`src/rtl/mux_rr_arbiter_pkg.sv`:
```
// Shared types and helpers for the round-robin mux arbiter and its schedulers.
// The FSM state encoding is fixed so it stays stable across reuse.
package mux_rr_arbiter_pkg;

  typedef enum logic {
    ST_IDLE  = 1'b0,
    ST_GRANT = 1'b1
  } state_e;

  // Channel count derived from the select width.
  function automatic int numChannels(input int nBits);
    return 1 << nBits;
  endfunction

endpackage

```
`src/rtl/mux_rr_arbiter_rr_pick.sv`:
```
// Combinational rotate-priority encoder: finds the first eligible channel
// after 'last', wrapping modulo N, so the most recent winner is scanned last.
module rr_pick
  import mux_rr_arbiter_pkg::*;
#(
  parameter int n_bits = 2
) (
  input  logic [numChannels(n_bits)-1:0] elig,
  input  logic [n_bits-1:0]              last,
  output logic [n_bits-1:0]              pick,
  output logic                           any
);

  localparam int N = numChannels(n_bits);

  logic [n_bits-1:0] idx;

  always_comb begin
    pick = last;
    any  = 1'b0;
    idx  = '0;
    for (int i = 0; i < N; i++) begin
      idx = last + n_bits'(i + 1);
      if (!any && elig[idx]) begin
        pick = idx;
        any  = 1'b1;
      end
    end
  end

endmodule

```
`src/rtl/mux_rr_arbiter.sv`:
```
// Round-robin arbiter for the sniffer's N-to-1 channel mux: holds a registered
// select/grant until done, withdraw, or the hold-time watchdog releases it.
module mux_rr_arbiter
  import mux_rr_arbiter_pkg::*;
#(
  parameter int n_bits   = 2,
  parameter int hold_max = 255,
  parameter int cnt_bits = 8
) (
  input  logic                           clk,
  input  logic                           rstn,
  input  logic [numChannels(n_bits)-1:0] req,
  input  logic [numChannels(n_bits)-1:0] en_mask,
  input  logic                           done,
  output logic [n_bits-1:0]              sel,
  output logic [numChannels(n_bits)-1:0] gnt,
  output logic                           busy,
  output logic                           timeout
);

  localparam int N = numChannels(n_bits);
  localparam bit WdEn = (hold_max != 0);
  localparam logic [cnt_bits-1:0] HoldLast = WdEn ? cnt_bits'(hold_max - 1) : '0;
  localparam logic [N-1:0] OneHotZero = {{(N-1){1'b0}}, 1'b1};

  state_e              state_q, state_d;
  logic [n_bits-1:0]   sel_q, sel_d;
  logic [n_bits-1:0]   last_q, last_d;
  logic [N-1:0]        gnt_q, gnt_d;
  logic                busy_q, busy_d;
  logic                timeout_q, timeout_d;
  logic [cnt_bits-1:0] cnt_q, cnt_d;

  logic [N-1:0]        elig;
  logic [n_bits-1:0]   pick;
  logic                anyElig;
  logic                relDone, relWithdraw, relWatchdog, release_;

  assign elig = req & en_mask;

  rr_pick #(
    .n_bits(n_bits)
  ) u_pick (
    .elig(elig),
    .last(last_q),
    .pick(pick),
    .any (anyElig)
  );

  always_ff @(posedge clk or negedge rstn) begin
    if (!rstn) begin
      state_q   <= ST_IDLE;
      sel_q     <= '0;
      last_q    <= n_bits'(N - 1);
      gnt_q     <= '0;
      busy_q    <= 1'b0;
      timeout_q <= 1'b0;
      cnt_q     <= '0;
    end else begin
      state_q   <= state_d;
      sel_q     <= sel_d;
      last_q    <= last_d;
      gnt_q     <= gnt_d;
      busy_q    <= busy_d;
      timeout_q <= timeout_d;
      cnt_q     <= cnt_d;
    end
  end

  // Release causes in priority order; done beats the watchdog in the last cycle.
  always_comb begin
    relDone     = 1'b0;
    relWithdraw = 1'b0;
    relWatchdog = 1'b0;
    if (state_q == ST_GRANT) begin
      if (done) begin
        relDone = 1'b1;
      end else if (!req[sel_q] || !en_mask[sel_q]) begin
        relWithdraw = 1'b1;
      end else if (WdEn && (cnt_q == HoldLast)) begin
        relWatchdog = 1'b1;
      end
    end
    release_ = relDone | relWithdraw | relWatchdog;
  end

  always_comb begin
    state_d = state_q;
    case (state_q)
      ST_IDLE:  if (anyElig)  state_d = ST_GRANT;
      ST_GRANT: if (release_) state_d = ST_IDLE;
      default:  state_d = ST_IDLE;
    endcase
  end

  always_comb begin
    sel_d     = sel_q;
    last_d    = last_q;
    gnt_d     = gnt_q;
    busy_d    = busy_q;
    timeout_d = 1'b0;
    cnt_d     = cnt_q;
    case (state_q)
      ST_IDLE: begin
        if (anyElig) begin
          sel_d  = pick;
          gnt_d  = OneHotZero << pick;
          busy_d = 1'b1;
          cnt_d  = '0;
        end
      end
      ST_GRANT: begin
        if (release_) begin
          gnt_d     = '0;
          busy_d    = 1'b0;
          last_d    = sel_q;
          timeout_d = relWatchdog;
        end else begin
          cnt_d = WdEn ? cnt_q + 1'b1 : '0;
        end
      end
      default: begin
        gnt_d  = '0;
        busy_d = 1'b0;
      end
    endcase
  end

  assign sel     = sel_q;
  assign gnt     = gnt_q;
  assign busy    = busy_q;
  assign timeout = timeout_q;

endmodule

```
`config.mk`:
```
export PLATFORM = sky130hd
export DESIGN_NAME = mux_rr_arbiter
export DESIGN_NICKNAME = d
export VERILOG_FILES = /design/src/rtl/mux_rr_arbiter_pkg.sv /design/src/rtl/mux_rr_arbiter_rr_pick.sv /design/src/rtl/mux_rr_arbiter.sv
export SDC_FILE = /design/constraint.sdc
export NUM_CORES = 1
export LEC_CHECK = 0
export ABC_AREA = 1
export CAP_MARGIN = 20
export CORE_AREA = 2 2 53 55
export CTS_CLUSTER_SIZE = 30
export DETAILED_ROUTE_END_ITERATION = 7
export DIE_AREA = 0 0 55 57
export PLACE_DENSITY = 0.78
export SYNTH_ARGS = -nofsm -noshare
export SYNTH_HDL_FRONTEND = slang
export SYNTH_SLANG_ARGS = --single-unit
export TNS_END_PERCENT = 100
```
`constraint.sdc`:
```
create_clock -name clk -period 2.2 [get_ports clk]
set_input_delay 0.22 -clock clk [delete_from_list [all_inputs] [get_ports clk]]
set_output_delay 0.22 -clock clk [all_outputs]
set_load 0.1 [all_outputs]
```
Word-level counts from Yosys, hierarchy flattened
Cells that the tools add are included.

Magnitude comparators: 5. Bitwise operators: 4. Mux-type cells: 43. Reductions and logical operators: 13. Add/subtract/negate cells: 4. Equal/unequal tests: 4. Shift operators: 1.

Operators with widths (count): 2-to-1 mux 1 bit (25); 2-to-1 mux 8 bit (2); one-hot mux 8 bit (2 select lines) (1); < comparator 2 x 3 -> 1 bit (second input constant) (5); binary-select mux 1 bit (select 2 bit) (6); adder 8 x 1 -> 8 bit (second input constant) (1); equality test 8 bit (second input constant) (1); 2-to-1 mux 2 bit (4); 2-to-1 mux 4 bit (2); one-hot mux 4 bit (2 select lines) (1); AND reduction 2 bit (4); logical NOT 1 bit (5); adder 2 bit (second input constant) (2); bitwise AND 4 bit (1); inequality test 2 bit (second input constant) (2); one-hot mux 1 bit (2 select lines) (2); left shift 1 x 2 -> 4 bit (first input constant) (1); logical AND 1 bit (3); adder 2 x 1 -> 2 bit (second input constant) (1); inequality test 2 x 1 -> 1 bit (second input constant) (1); OR 1 bit (2); logical OR 1 bit (1); inverter 1 bit (1).

Bits of input ports: 11. Output and inout bits: 8. Logic and storage cells: 81. Register bits after elaboration: 19.

Logic depth before layout (Yosys ltp)
Depth in word-level cells: 16. Mapped depth: 12. Mapped depth without buffers: 12.

Cells and area by module
From an unflattened synthesis, not the netlist that was laid out.

Cell total of the unflattened synthesis: 185. Area total of the unflattened synthesis: 1280.0 um^2.

Modules (own cells, without submodules): mux_rr_arbiter (cells an instance 139, area each 1048.5 um^2, instances 1, sequential area each 478.0 um^2); rr_pick (cells an instance 46, area each 231.5 um^2, instances 1, sequential area each 0.0 um^2).

Worst setup path after synthesis
Ideal clock, no wire load.

Kind: flip-flop to flip-flop. From: reg sel_q[0] (netlist: sel[0]). To: reg gnt_q[0] (netlist: gnt[0]). Setup time: 0.121 ns. Data arrival time: 1.952 ns. Required time: 2.079 ns. Cell stages (with the launch flop): 11. Period minus slack after synthesis: 2.073 ns. Setup slack: 0.127 ns. Buffers on the path: 0. Cells stage by stage: dfrtp_1 -> inv_2 -> a21oi_1 -> nand2_1 -> nand2_1 -> nand2_1 -> or2_0 -> nand2_1 -> inv_2 -> nand3_1 -> nand2_1.

Cells in the longest elaborated chain, start to end: 11. Elaborated cells on any way between the ends: 17. Classes of those cells: eq/ne (1); mux (10); bitwise (2); reduce/logical (4).

Ends and longest elaborated chain: start, declared (line mux_rr_arbiter.sv:27) `logic [n_bits-1:0] sel_q, sel_d;`; start signal, assigned (line mux_rr_arbiter.sv:61) `sel_q <= sel_d;`; binary-select mux 1 bit (select 2 bit) (line mux_rr_arbiter.sv:78) `end else if (!req[sel_q] || !en_mask[sel_q]) begin`; 2-to-1 mux 1 bit (implied by the code) (line mux_rr_arbiter.sv:78); logical NOT 1 bit (line mux_rr_arbiter.sv:78); logical OR 1 bit * (line mux_rr_arbiter.sv:78); 2-to-1 mux 1 bit (line mux_rr_arbiter.sv:78); 2-to-1 mux 1 bit (line mux_rr_arbiter.sv:76) `if (done) begin`; 2-to-1 mux 1 bit (line mux_rr_arbiter.sv:75) `if (state_q == ST_GRANT) begin`; OR 1 bit (line mux_rr_arbiter.sv:84) `release_ = relDone | relWithdraw | relWatchdog;`; OR 1 bit * (line mux_rr_arbiter.sv:84); inequality test 2 x 1 -> 1 bit (no source line) *; AND reduction 2 bit (no source line) *; end signal, assigned (line mux_rr_arbiter.sv:63) `gnt_q <= gnt_d;`; end, declared (line mux_rr_arbiter.sv:29) `logic [N-1:0] gnt_q, gnt_d;`.

Mark *: on every way between the ends. The rest lies on a longest branch, timed or not. The select of a mux whose other input is x is not followed. A chain may end at the register's enable or synchronous reset.

Worst setup path in the final report
From: reg last_q[0]. To: reg cnt_q[6].

Cells in the longest elaborated chain, start to end: 15. Elaborated cells on any way between the ends: 23. Classes of those cells: add/sub (3); eq/ne (1); mux (12); reduce/logical (7).

Ends and longest elaborated chain: start, declared (line mux_rr_arbiter.sv:28) `logic [n_bits-1:0] last_q, last_d;`; start signal, assigned (line mux_rr_arbiter.sv:54) `last_q <= n_bits'(N - 1);`; start signal, assigned (line mux_rr_arbiter.sv:62) `last_q <= last_d;`; adder 2 x 1 -> 2 bit (line mux_rr_arbiter_rr_pick.sv:23) `idx = last + n_bits'(i + 1);`; binary-select mux 1 bit (select 2 bit) (line mux_rr_arbiter_rr_pick.sv:24) `if (!any && elig[idx]) begin`; 2-to-1 mux 1 bit (implied by the code) (line mux_rr_arbiter_rr_pick.sv:24); 2-to-1 mux 1 bit (line mux_rr_arbiter_rr_pick.sv:24); logical NOT 1 bit (line mux_rr_arbiter_rr_pick.sv:24); logical AND 1 bit (line mux_rr_arbiter_rr_pick.sv:24); 2-to-1 mux 1 bit (line mux_rr_arbiter_rr_pick.sv:24); logical NOT 1 bit (line mux_rr_arbiter_rr_pick.sv:24); logical AND 1 bit (line mux_rr_arbiter_rr_pick.sv:24); 2-to-1 mux 1 bit (line mux_rr_arbiter_rr_pick.sv:24); logical NOT 1 bit (line mux_rr_arbiter_rr_pick.sv:24); logical AND 1 bit (line mux_rr_arbiter_rr_pick.sv:24); 2-to-1 mux 1 bit * (line mux_rr_arbiter_rr_pick.sv:24); inequality test 2 bit (no source line) *; AND reduction 2 bit (no source line) *; end signal, assigned (line mux_rr_arbiter.sv:66) `cnt_q <= cnt_d;`; end, declared (line mux_rr_arbiter.sv:32) `logic [cnt_bits-1:0] cnt_q, cnt_d;`.

Marked as above.

==> impl_metrics.yaml <==
grt:
  antenna_found_initial: 0
  grt_overflow: 0
  grtUsageTotal_pct: 21.4
  first_global_vias: 1187
  grt_pass1_wl_mm: 4.95
  grt_max_degree: 20
placed_design:
  pre_cts_slack_ns: 0.246
  place_hpwl_mm: 2.30
  io_buffers: 18
  place_congestion: 0.870
job:
  drv_cap: 0
clock_network:
  post-cts-setup-buffers: 0
  htree_levels: 1
  cts-resized-gates: 0
  clkTransAtPathRegs_ns: 0.10
  clk-insertion-delay-late_ns: 0.30
  cts.sinks: 19
  cts-root-buf: "clkbuf_4"
  cts_tree: "built"
  clk_path_buf_depth: 2
  numCtsBuffers: 3
  ctsHoldBuffers: 0
logic_synthesis:
  synth_top_family_by_area: "simple AND/OR/NAND/NOR gates"
  netlist_area_mm2: 0.00135
  syn_avg_cell_area_um2: 7.37
  synth_cell_types: 27
  ys_seq_area_share_pct: 35.4
  yosys.area_share.simple_pct: 47.7
  netlist_instances: 183
  syn_nets: 196
  ys.flop_type: "dfrtp_1"
  yosys.area_share.adder_pct: 1.86
  synth_xor_area_share_pct: 3.90
  yosysWarnings: 0
  synth_edf_count: 0
  synth-compound-area-share_pct: 4.36
  synthArstFlopShare_pct: 100
  muxShareOfSynthArea_pct: 0
  ys_seq_elements: 19
die:
  dieArea_mm2: 0.00314
  fp-row-count: 19
  core_mm2: 0.00262
  initial_core_util_pct: 51.6
  num_io_pins: 19
  dieHeight_um: 57
  die_w_um: 55
drt:
  drc: 0
  viasPerCell: 5.32
  drtIter0Drc: 25
  wl_mm: 2.97
  drt_pre_antenna_iters: 4
  antenna_left: 0
  num_vias: 1251
  wl_per_cell_um: 12.6
pwr:
  fin_total_pwr_mw: 2.32
  p_per_area_mw_per_mm2: 1500
  p_leak_nw: 0.782
  ir_drop_mv: 1.08
worst_setup_path:
  cpMaxStageDelayCell: "dfstp_2"
  critPathKind: "reg2reg"
  cp_slowest_stage_delay_ns: 0.67
  worst-path-buf-inv: 1
  critPathCaptureType: "flip-flop"
  critPathTopFamily: "simple AND/OR/NAND/NOR gates"
  start_kind: "flip-flop"
  arrival_ns: 2.07
  crit_chain: "inv_2 > nand3_1 > nand3_1 > nand2_2 > nand2_4 > nor2_4 > nand2_4 > nand2_8 > nand2_4 > nand2_1 > nand2_1"
  cpMostUsedCell: "nand2_4"
  cp.required_ns: 2.39
  crit_fanout: 18
worst_hold_path:
  hp-class: "in2async"
finish:
  final_cell_mix: "nand2_1, nand3_1, dfrtp_1"
  syn_to_final_growth_pct: 14.9
  final_common_cell: "nand2_1"
  drive_gt1_share_pct: 19.6
  n_antenna_cell: 0
  nNetsFinal: 218
  fin_util_pct: 59.3
timing:
  drv_slew: 0
  period_minus_slack_ns: 1.88
  tightest_slew_ns: 0.357
  setup_violations: 0
  period_share_pct: 85.4
  fmax_mhz: 532
  hold_viol: 0
  rsz0062_at_grt: "false"
  maxSlewHeadroom_pct: 76.2
  fin_ws_ns: 0.321
  clock_skew_ns: 0.00590
  tns_ns: 0
  fin_hold_ws_ns: 0.235
run_status:
  status: "finished clean"
-- sequential cells by signal (all words and copies together) (netlist names) --
register and count:
timeout 1, cnt_q 8, last_q 2, state_q 1, busy 1, gnt 4
sel 2
-- through the flow --
step	area, µm²	std cells
finish	1550	235
global route	1550	235
CTS	1550	235
detailed placement	1520	231
global placement	1520	231
floorplan	1350	183
-- where the power goes --
part           internal, mW  total, mW  switching, mW
Clock                0.0707      0.174          0.104
Combinational         0.421       1.58           1.16
Sequential            0.454      0.566          0.112
-- path summary, 6_finish.rpt --
path | startpoint | to | slack [ns] | cells after the start
hold reg to reg | gnt[3]$_DFFE_PN0P_ | gnt[3]$_DFFE_PN0P_ | 0.52 | 2
max in group asynchronous | rstn | last_q[1]$_DFFE_PN1P_ | 1.71 | 2
setup reg to reg | last_q[0]$_DFFE_PN1P_ | cnt_q[6]$_DFFE_PN0P_ | 0.32 | 11
min in group clk | gnt[3]$_DFFE_PN0P_ | gnt[3]$_DFFE_PN0P_ | 0.52 | 2
hold / removal | rstn | sel[0]$_DFFE_PN0P_ | 0.23 | 2
setup / recovery | last_q[0]$_DFFE_PN1P_ | cnt_q[6]$_DFFE_PN0P_ | 0.32 | 11
-- logic make-up (layout without fill, tap and decap cells) --
| kind of cell | count (synthesis) | in the layout |
|---|---|---|
| adder cells (fa/ha/maj) | 2 | 2 |
| AND/OR/NAND/NOR | 127 | 127 |
| flip-flops | 19 | 19 |
| AO/OA/AOI/OAI | 11 | 11 |
| XOR/XNOR | 6 | 6 |
| buffers and inverters | 18 | 39 |
-- synthesized netlist by cell type, types with 2 or more instances --
cell	instances	area [µm²]
nand3_2	2	20.0
nand2_4	7	78.8
inv_2	5	18.8
nand4_1	3	18.8
dfstp_2	2	52.6
nor2_1	11	41.3
nand2_2	7	43.8
xor2_1	3	26.3
dfrtp_1	17	425
o21ai_0	3	15.0
ha_1	2	25.0
xnor2_1	3	26.3
inv_1	11	41.3
a21oi_1	2	10.0
nand3_1	26	130
nor4_1	2	12.5
o21ai_1	5	25.0
nand2_1	63	236
-- final cells by class --
class | instances | area [µm²]
Fill cell | 247 | 1060
Sequential cell | 19 | 478
Multi-Input combinational cell | 146 | 779
Inverter | 16 | 60.1
Clock buffer | 4 | 26.3
Tap cell | 31 | 38.8
Timing Repair Buffer | 19 | 168
-- routing by layer --
metal / global-route usage (%) / vias up / part of all wire, %
met4: 6.27 / 0 / 1.3
met2: 40.3 / 21 / 54
met3: 2.36 / 5 / 2.5
met5: 0 / - / 0
met1: 24.1 / 595 / 42
li1: - / 630 / -
Note: power is estimated with default switching activity, not from simulation.
